`src/rtl/k16_text_renderer.sv`:
```
// K16 text/graphics pixel pipeline: VGA counters -> VRAM cell fetch -> font row fetch -> RGB.
// Fixed 5-clock latency from input sample to registered colour and delayed sync/enable.
module k16_text_renderer #(
    parameter int   COLS         = 40,
    parameter int   ROWS         = 30,
    parameter logic VSYNC_ACTIVE = 1'b0,
    parameter logic SYNC_IDLE    = 1'b1
) (
    input  logic        clk,
    input  logic        reset_n,
    input  logic [9:0]  h_cnt,
    input  logic [9:0]  v_cnt,
    input  logic        de_in,
    input  logic        hsync_in,
    input  logic        vsync_in,
    output logic [10:0] vram_addr,
    input  logic [15:0] vram_data,
    output logic [10:0] font_addr,
    input  logic [7:0]  font_data,
    output logic        red,
    output logic        green,
    output logic        blue,
    output logic        hsync_out,
    output logic        vsync_out,
    output logic        de_out
);

    localparam logic [5:0]  COLS_W = 6'(COLS);
    localparam logic [5:0]  ROWS_W = 6'(ROWS);
    localparam logic [10:0] COLS_A = 11'(COLS);

    logic [5:0]  col;
    logic [5:0]  row;
    logic        in_range;
    logic [10:0] cell_addr;

    assign col       = h_cnt[9:4];
    assign row       = v_cnt[9:4];
    assign in_range  = (col < COLS_W) && (row < ROWS_W);
    assign cell_addr = 11'(row) * COLS_A + 11'(col);

    // Pixel-within-glyph bits are doubled, so the LSBs of the counters carry no information.
    logic unused_bits;
    assign unused_bits = ^{h_cnt[0], v_cnt[0]};

    // Side-band shift registers: index 0 is the E1 stage, index 3 the E4 stage.
    logic [3:0]       de_p;
    logic [3:0]       hs_p;
    logic [3:0]       vs_p;
    logic [3:0]       ir_p;
    logic [3:0][2:0]  gx_p;
    logic [3:0][1:0]  q_p;
    logic [2:0]       gr1;
    logic [2:0]       gr2;
    logic [15:0]      word3;
    logic [15:0]      word4;

    logic             vs_prev;
    logic [5:0]       frame_cnt;
    logic [2:0]       colour;

    always_ff @(posedge clk or negedge reset_n) begin
        if (!reset_n) begin
            vram_addr <= '0;
            font_addr <= '0;
            de_p      <= '0;
            hs_p      <= {4{SYNC_IDLE}};
            vs_p      <= {4{SYNC_IDLE}};
            ir_p      <= '0;
            gx_p      <= '0;
            q_p       <= '0;
            gr1       <= '0;
            gr2       <= '0;
            word3     <= '0;
            word4     <= '0;
            red       <= 1'b0;
            green     <= 1'b0;
            blue      <= 1'b0;
            de_out    <= 1'b0;
            hsync_out <= SYNC_IDLE;
            vsync_out <= SYNC_IDLE;
        end else begin
            // Out-of-range cells keep the previous address; the pixel is blanked at E5.
            if (in_range)
                vram_addr <= cell_addr;
            de_p <= {de_p[2:0], de_in};
            hs_p <= {hs_p[2:0], hsync_in};
            vs_p <= {vs_p[2:0], vsync_in};
            ir_p <= {ir_p[2:0], in_range};
            gx_p <= {gx_p[2:0], h_cnt[3:1]};
            q_p  <= {q_p[2:0], {v_cnt[3], h_cnt[3]}};
            gr1  <= v_cnt[3:1];
            gr2  <= gr1;

            font_addr <= {vram_data[7:0], gr2};
            word3     <= vram_data;
            word4     <= word3;

            red       <= colour[2];
            green     <= colour[1];
            blue      <= colour[0];
            de_out    <= de_p[3];
            hsync_out <= hs_p[3];
            vsync_out <= vs_p[3];
        end
    end

    // Frame counter for blink: counts entries into the active vsync level.
    always_ff @(posedge clk or negedge reset_n) begin
        if (!reset_n) begin
            vs_prev   <= VSYNC_ACTIVE;
            frame_cnt <= '0;
        end else begin
            vs_prev <= vsync_in;
            if ((vsync_in == VSYNC_ACTIVE) && (vs_prev != VSYNC_ACTIVE))
                frame_cnt <= frame_cnt + 6'd1;
        end
    end

    logic [2:0] fg;
    logic [2:0] bg;
    logic       pix;

    assign fg  = word4[10:8];
    assign bg  = word4[13:11];
    assign pix = font_data[3'd7 - gx_p[3]];

    always_comb begin
        colour = 3'd0;
        if (de_p[3] && ir_p[3]) begin
            if (word4[15]) begin
                case (q_p[3])
                    2'd0:    colour = word4[2:0];
                    2'd1:    colour = word4[5:3];
                    2'd2:    colour = word4[8:6];
                    default: colour = word4[11:9];
                endcase
            end else if (word4[14] && frame_cnt[5]) begin
                colour = bg;
            end else begin
                colour = pix ? fg : bg;
            end
        end
    end

endmodule
```
`config.mk`:
```
export PLATFORM = sky130hd
export DESIGN_NAME = k16_text_renderer
export DESIGN_NICKNAME = d
export VERILOG_FILES = /design/src/rtl/k16_text_renderer.sv
export SDC_FILE = /design/constraint.sdc
export NUM_CORES = 1
export LEC_CHECK = 0
export CAP_MARGIN = 25
export CORE_UTILIZATION = 25
export DETAILED_ROUTE_END_ITERATION = 8
export PLACE_DENSITY = 0.43
export SETUP_SLACK_MARGIN = 0.3
export SLEW_MARGIN = 25
export SYNTH_ARGS = -nofsm -noshare
export SYNTH_HDL_FRONTEND = slang
export SYNTH_SLANG_ARGS = --single-unit
```
`constraint.sdc`:
```
create_clock -name clk -period 2.5 [get_ports clk]
set_input_delay 0.5 -clock clk [delete_from_list [all_inputs] [get_ports clk]]
set_output_delay 0.5 -clock clk [all_outputs]
set_load 0.005 [all_outputs]
```
**Word-level counts from Yosys, hierarchy flattened**

Index checks and enable logic that the tools add are counted.
W data, S select, Z words.

- Logic and storage cells: 48
- Output and inout bits: 28
- Flip-flop bits (word level): 109
- Input port bits: 49

- Bitwise logic cells: 1
- $mul: 1
- Reduce and logical (&&, ||, !) cells: 5
- $lt $le $gt $ge: 3
- $add $sub $neg: 3
- Equal/unequal tests: 2
- Muxes and demuxes: 7

Operators by type and width:

| cell | number |
|---|---|
| $mux W3 | 4 |
| $add A11 B6 Y11 | 1 |
| $pmux W3 S3 | 1 |
| $mul A6 B3 Y8 const B | 1 |
| $add A6 B1 Y6 const B | 1 |
| $lt A6 B5 Y1 const B | 1 |
| $lt A6 B6 Y1 const B | 1 |
| $logic_and A1 B1 Y1 | 4 |
| $lt A3 B4 Y1 const B | 1 |
| $bmux W1 S3 | 1 |
| $sub A3 B3 Y3 const A | 1 |
| $eq A2 B1 Y1 const B | 1 |
| $eq A2 B2 Y1 const B | 1 |
| $logic_not A2 Y1 | 1 |
| $mux W1 | 1 |
| $not A1 Y1 | 1 |

**Logic depth before layout (Yosys ltp)**

- Depth in word-level cells: 7
- Depth in mapped cells: 8
- Gate-level depth less buffers: 8

**Least setup slack after synthesis**

No wires, ideal clock.

- Path kind: input to register
- From: input port v_cnt[5]
- To: register vram_addr[10]
- Slack: 206 ps
- Buffers on the path: 0
- Library setup time: 126 ps
- Data arrival time: 2167 ps
- Stages on the path: 8
- Path through: ha_1 ha_1 fa_1 xor2_1 nand3_1 nor4_1 xnor2_1 a21oi_1

- Cells in the longest elaborated chain, start to end: 2
- Elaborated cells between the ends (all ways): 4

Ends and longest elaborated chain:

| element | line | source |
|---|---|---|
| start: declaration | 12 | `input logic [9:0] v_cnt,` |
| $mul A6 B3 Y8 or $lt A6 B5 Y1 (tied branches) | 40, 39 |  |
| $add A11 B6 Y11 or $logic_and A1 B1 Y1 (tied branches) | 40, 39 |  |
| end signal: assignment | 85 | `vram_addr <= cell_addr;` |
| end: declaration | 16 | `output logic [10:0] vram_addr,` |

Several ways; a longest one is shown, not always the timed one.
A chain may end at the register's enable or synchronous reset.

**Worst setup path in the final report**

- From: input port v_cnt[8]
- To: register vram_addr[8]

Same word-level chain as after synthesis.

==> results.json <==
{
  "r2r_cells": 4,
  "ctsLongestPathBuffers": 2,
  "cts_made_buffers": 9,
  "wire_per_inst_um": 12.87,
  "clock_latency_ns": 0.34,
  "total_power_uw": 3755,
  "grt_remaining_overflow": 0,
  "num_vias": 1793,
  "drive_above_1_share_pct": 21.23,
  "seq_area_frac_synth_pct": 73.11,
  "fmax_mhz": 470.1,
  "crit_path_end_kind": "flop",
  "critical_path.max_fanout": 2,
  "grt_usage_pct": 10.42,
  "cts.sinks": 94,
  "ant_nets": 0,
  "syn_avg_cell_area_um2": 16.42,
  "cts_htree_levels": 3,
  "cts_setup_buffers": 0,
  "core_region_area_um2": 12620,
  "fin_crit_ns": 2.127,
  "viasPerCell": 3.864,
  "place.port_buffers": 74,
  "final_cell_mix": "dfrtp_1 (84), clkdlybuf4s50_1 (69), buf_4 (15)",
  "root_buffer": "clkbuf_16",
  "wl_mm": 5.971,
  "skew_ns": 0.006448,
  "drv_slew": 0,
  "place_congestion": 0.7229,
  "die_w_um": 115.7,
  "reg2reg_from": "gx_p[9]",
  "drtPass1Iterations": 3,
  "slew-limit-headroom_pct": 68.83,
  "die_height_um": 115.7,
  "initial_core_util_pct": 25.63,
  "finalCritPeriodShare_pct": 85.10,
  "synth-seq-cells": 94,
  "route.detailed.drc": 0,
  "holdCritPathClass": "in -> async",
  "grt_pass1_vias": 2016,
  "final_hold_viol_count": 0,
  "ys_types": 25,
  "cts_tree": "done",
  "powerDensity_nw_per_um2": 811.9,
  "first_iter_violations": 92,
  "p_leak_uw": 0.001958,
  "antenna_found_initial": 0,
  "synth_cells": 197,
  "layout_commonest_cell": "dfrtp_1",
  "io_pins": 77,
  "nets": 350,
  "max_cap_viol_count": 0,
  "clkTransAtPathRegs_ns": 0.06,
  "die_area_um2": 13400,
  "rsz0062_at_grt": "false",
  "syn_to_final_growth_pct": 42.98,
  "grt_pass1_wl_mm": 9.963,
  "setup_viol": 0,
  "synth_edf_count": 0,
  "synth_area_um2": 3234,
  "status": "complete, no violations",
  "critPathKind": "in -> reg",
  "diodes": 0,
  "async_reset_ff_share_pct": 100.0,
  "cp_data_required_time_ns": 2.73,
  "rows": 41,
  "cp.arrival_ns": 2.36,
  "fin_hold_ws_ns": 0.1104,
  "crit_path_start_kind": "primary input",
  "synthFlopType": "dfrtp_1",
  "fillers": 1239,
  "r2r_setup_slack_ns": 0.82,
  "regToRegEndpoint": "red",
  "dp_hpwl_mm": 4.211,
  "syn_nets": 260,
  "yosysWarnings": 0,
  "worst_pin_slew_ns": 0.4676,
  "grt_max_degree": 37,
  "irDropWorstVdd_v": 0.0002955
}
[sequential cells by signal, summed over array words and instances (netlist names)]
name,flops
hsync_out,1
green,1
gr1,3
vsync_out,1
de_p,4
frame_cnt,6
blue,1
word4,16
hs_p,4
q_p,5
ir_p,4
gr2,3
vram_addr,11
red,1
vs_prev,1
font_addr,3
vs_p,4
gx_p,8
de_out,1
word3,16
[cells by family after synthesis]
logic type	share of synthesized area, %
simple gates	4.256
mux	7.118
buf+inv	2.592
xor+xnor	3.520
flops	73.11
compound gates	3.520
fa+ha+maj	5.880
[worst max-delay path by stage]
stage / end / cells after the start / slack, ns / startpoint
after floorplan: vram_addr[10] / 8 / 0.30 / v_cnt[5]
after global placement: vram_addr[10] / 9 / -0.25 / v_cnt[5]
after detailed placement: vram_addr[10] / 9 / -0.26 / v_cnt[5]
after CTS: vram_addr[10] / 8 / 0.36 / v_cnt[9]
after global routing: vram_addr[10] / 8 / 0.31 / v_cnt[8]
final: vram_addr[8] / 7 / 0.37 / v_cnt[8]
[repair_timing]
action / CTS / global route
pin swaps: 4 / 1
setup endpoints to repair: 3 / 1
hold buffers: 0 / 0
gates cloned: 0 / 0
gates resized for setup: 11 / 1
[power by group]
| group | total (µW) | internal [µW] | switching, µW |
|---|---|---|---|
| Clock | 1450 | 880 | 568 |
| Combinational | 540 | 341 | 199 |
| Sequential | 1770 | 1680 | 85.4 |
| Total | 3750 | 2900 | 853 |
[through the flow]
| step | instances | utilization (%) | setup TNS (ns) | instance area [µm²] | worst slack, ns |
|---|---|---|---|---|---|
| floorplan | 197 | - | 0 | 3248 | 0.3004 |
| global placement | 448 | 33.71 | -0.6567 | 4254 | -0.2498 |
| detailed placement | 448 | 33.71 | -0.7074 | 4254 | -0.2628 |
| CTS | 464 | 36.55 | 0 | 4612 | 0.3629 |
| global route | 464 | 36.64 | 0 | 4624 | 0.3090 |
| finish | 464 | 36.64 | 0 | 4624 | 0.3726 |
[routing by layer]
| layer | vias to the layer above | track usage [%] | wire length [µm] |
|---|---|---|---|
| li1 | 836 | - | - |
| met5 | - | 0 | 0 |
| met1 | 887 | 11.72 | 2532 |
| met2 | 58 | 16.45 | 2842 |
| met3 | 12 | 5.073 | 447 |
| met4 | 0 | 5.299 | 149 |
[critical path, cell delays in order]
cell and delay, ns:
clkdlybuf4s50_1 0.44, ha_1 0.33, fa_2 0.38, xor2_2 0.16, buf_4 0.14, xor2_1 0.15
mux2_2 0.26
[cell usage after synthesis (5+ instances only)]
library cell / n / area, µm²
mux2i_1: 5 / 50.05
buf_4: 9 / 67.56
a21oi_1: 9 / 45.04
dfstp_2: 10 / 262.8
xnor2_1: 9 / 78.83
mux2_2: 8 / 90.09
nand2_1: 7 / 26.28
ha_1: 12 / 150.1
nor2_1: 11 / 41.29
dfrtp_1: 84 / 2102
[layout make-up]
cell class / count / area, µm² / area share (%)
clock buffers: 11 / 232.7 / 5.032
well taps: 172 / 215.2 / 4.654
clock inverters: 5 / 83.83 / 1.813
flip-flops and latches: 94 / 2365 / 51.14
repair buffers: 89 / 858.3 / 18.56
multi-input cells: 90 / 858.3 / 18.56
inverters: 3 / 11.26 / 0.2435
Note: power is estimated with default switching activity, not from simulation.
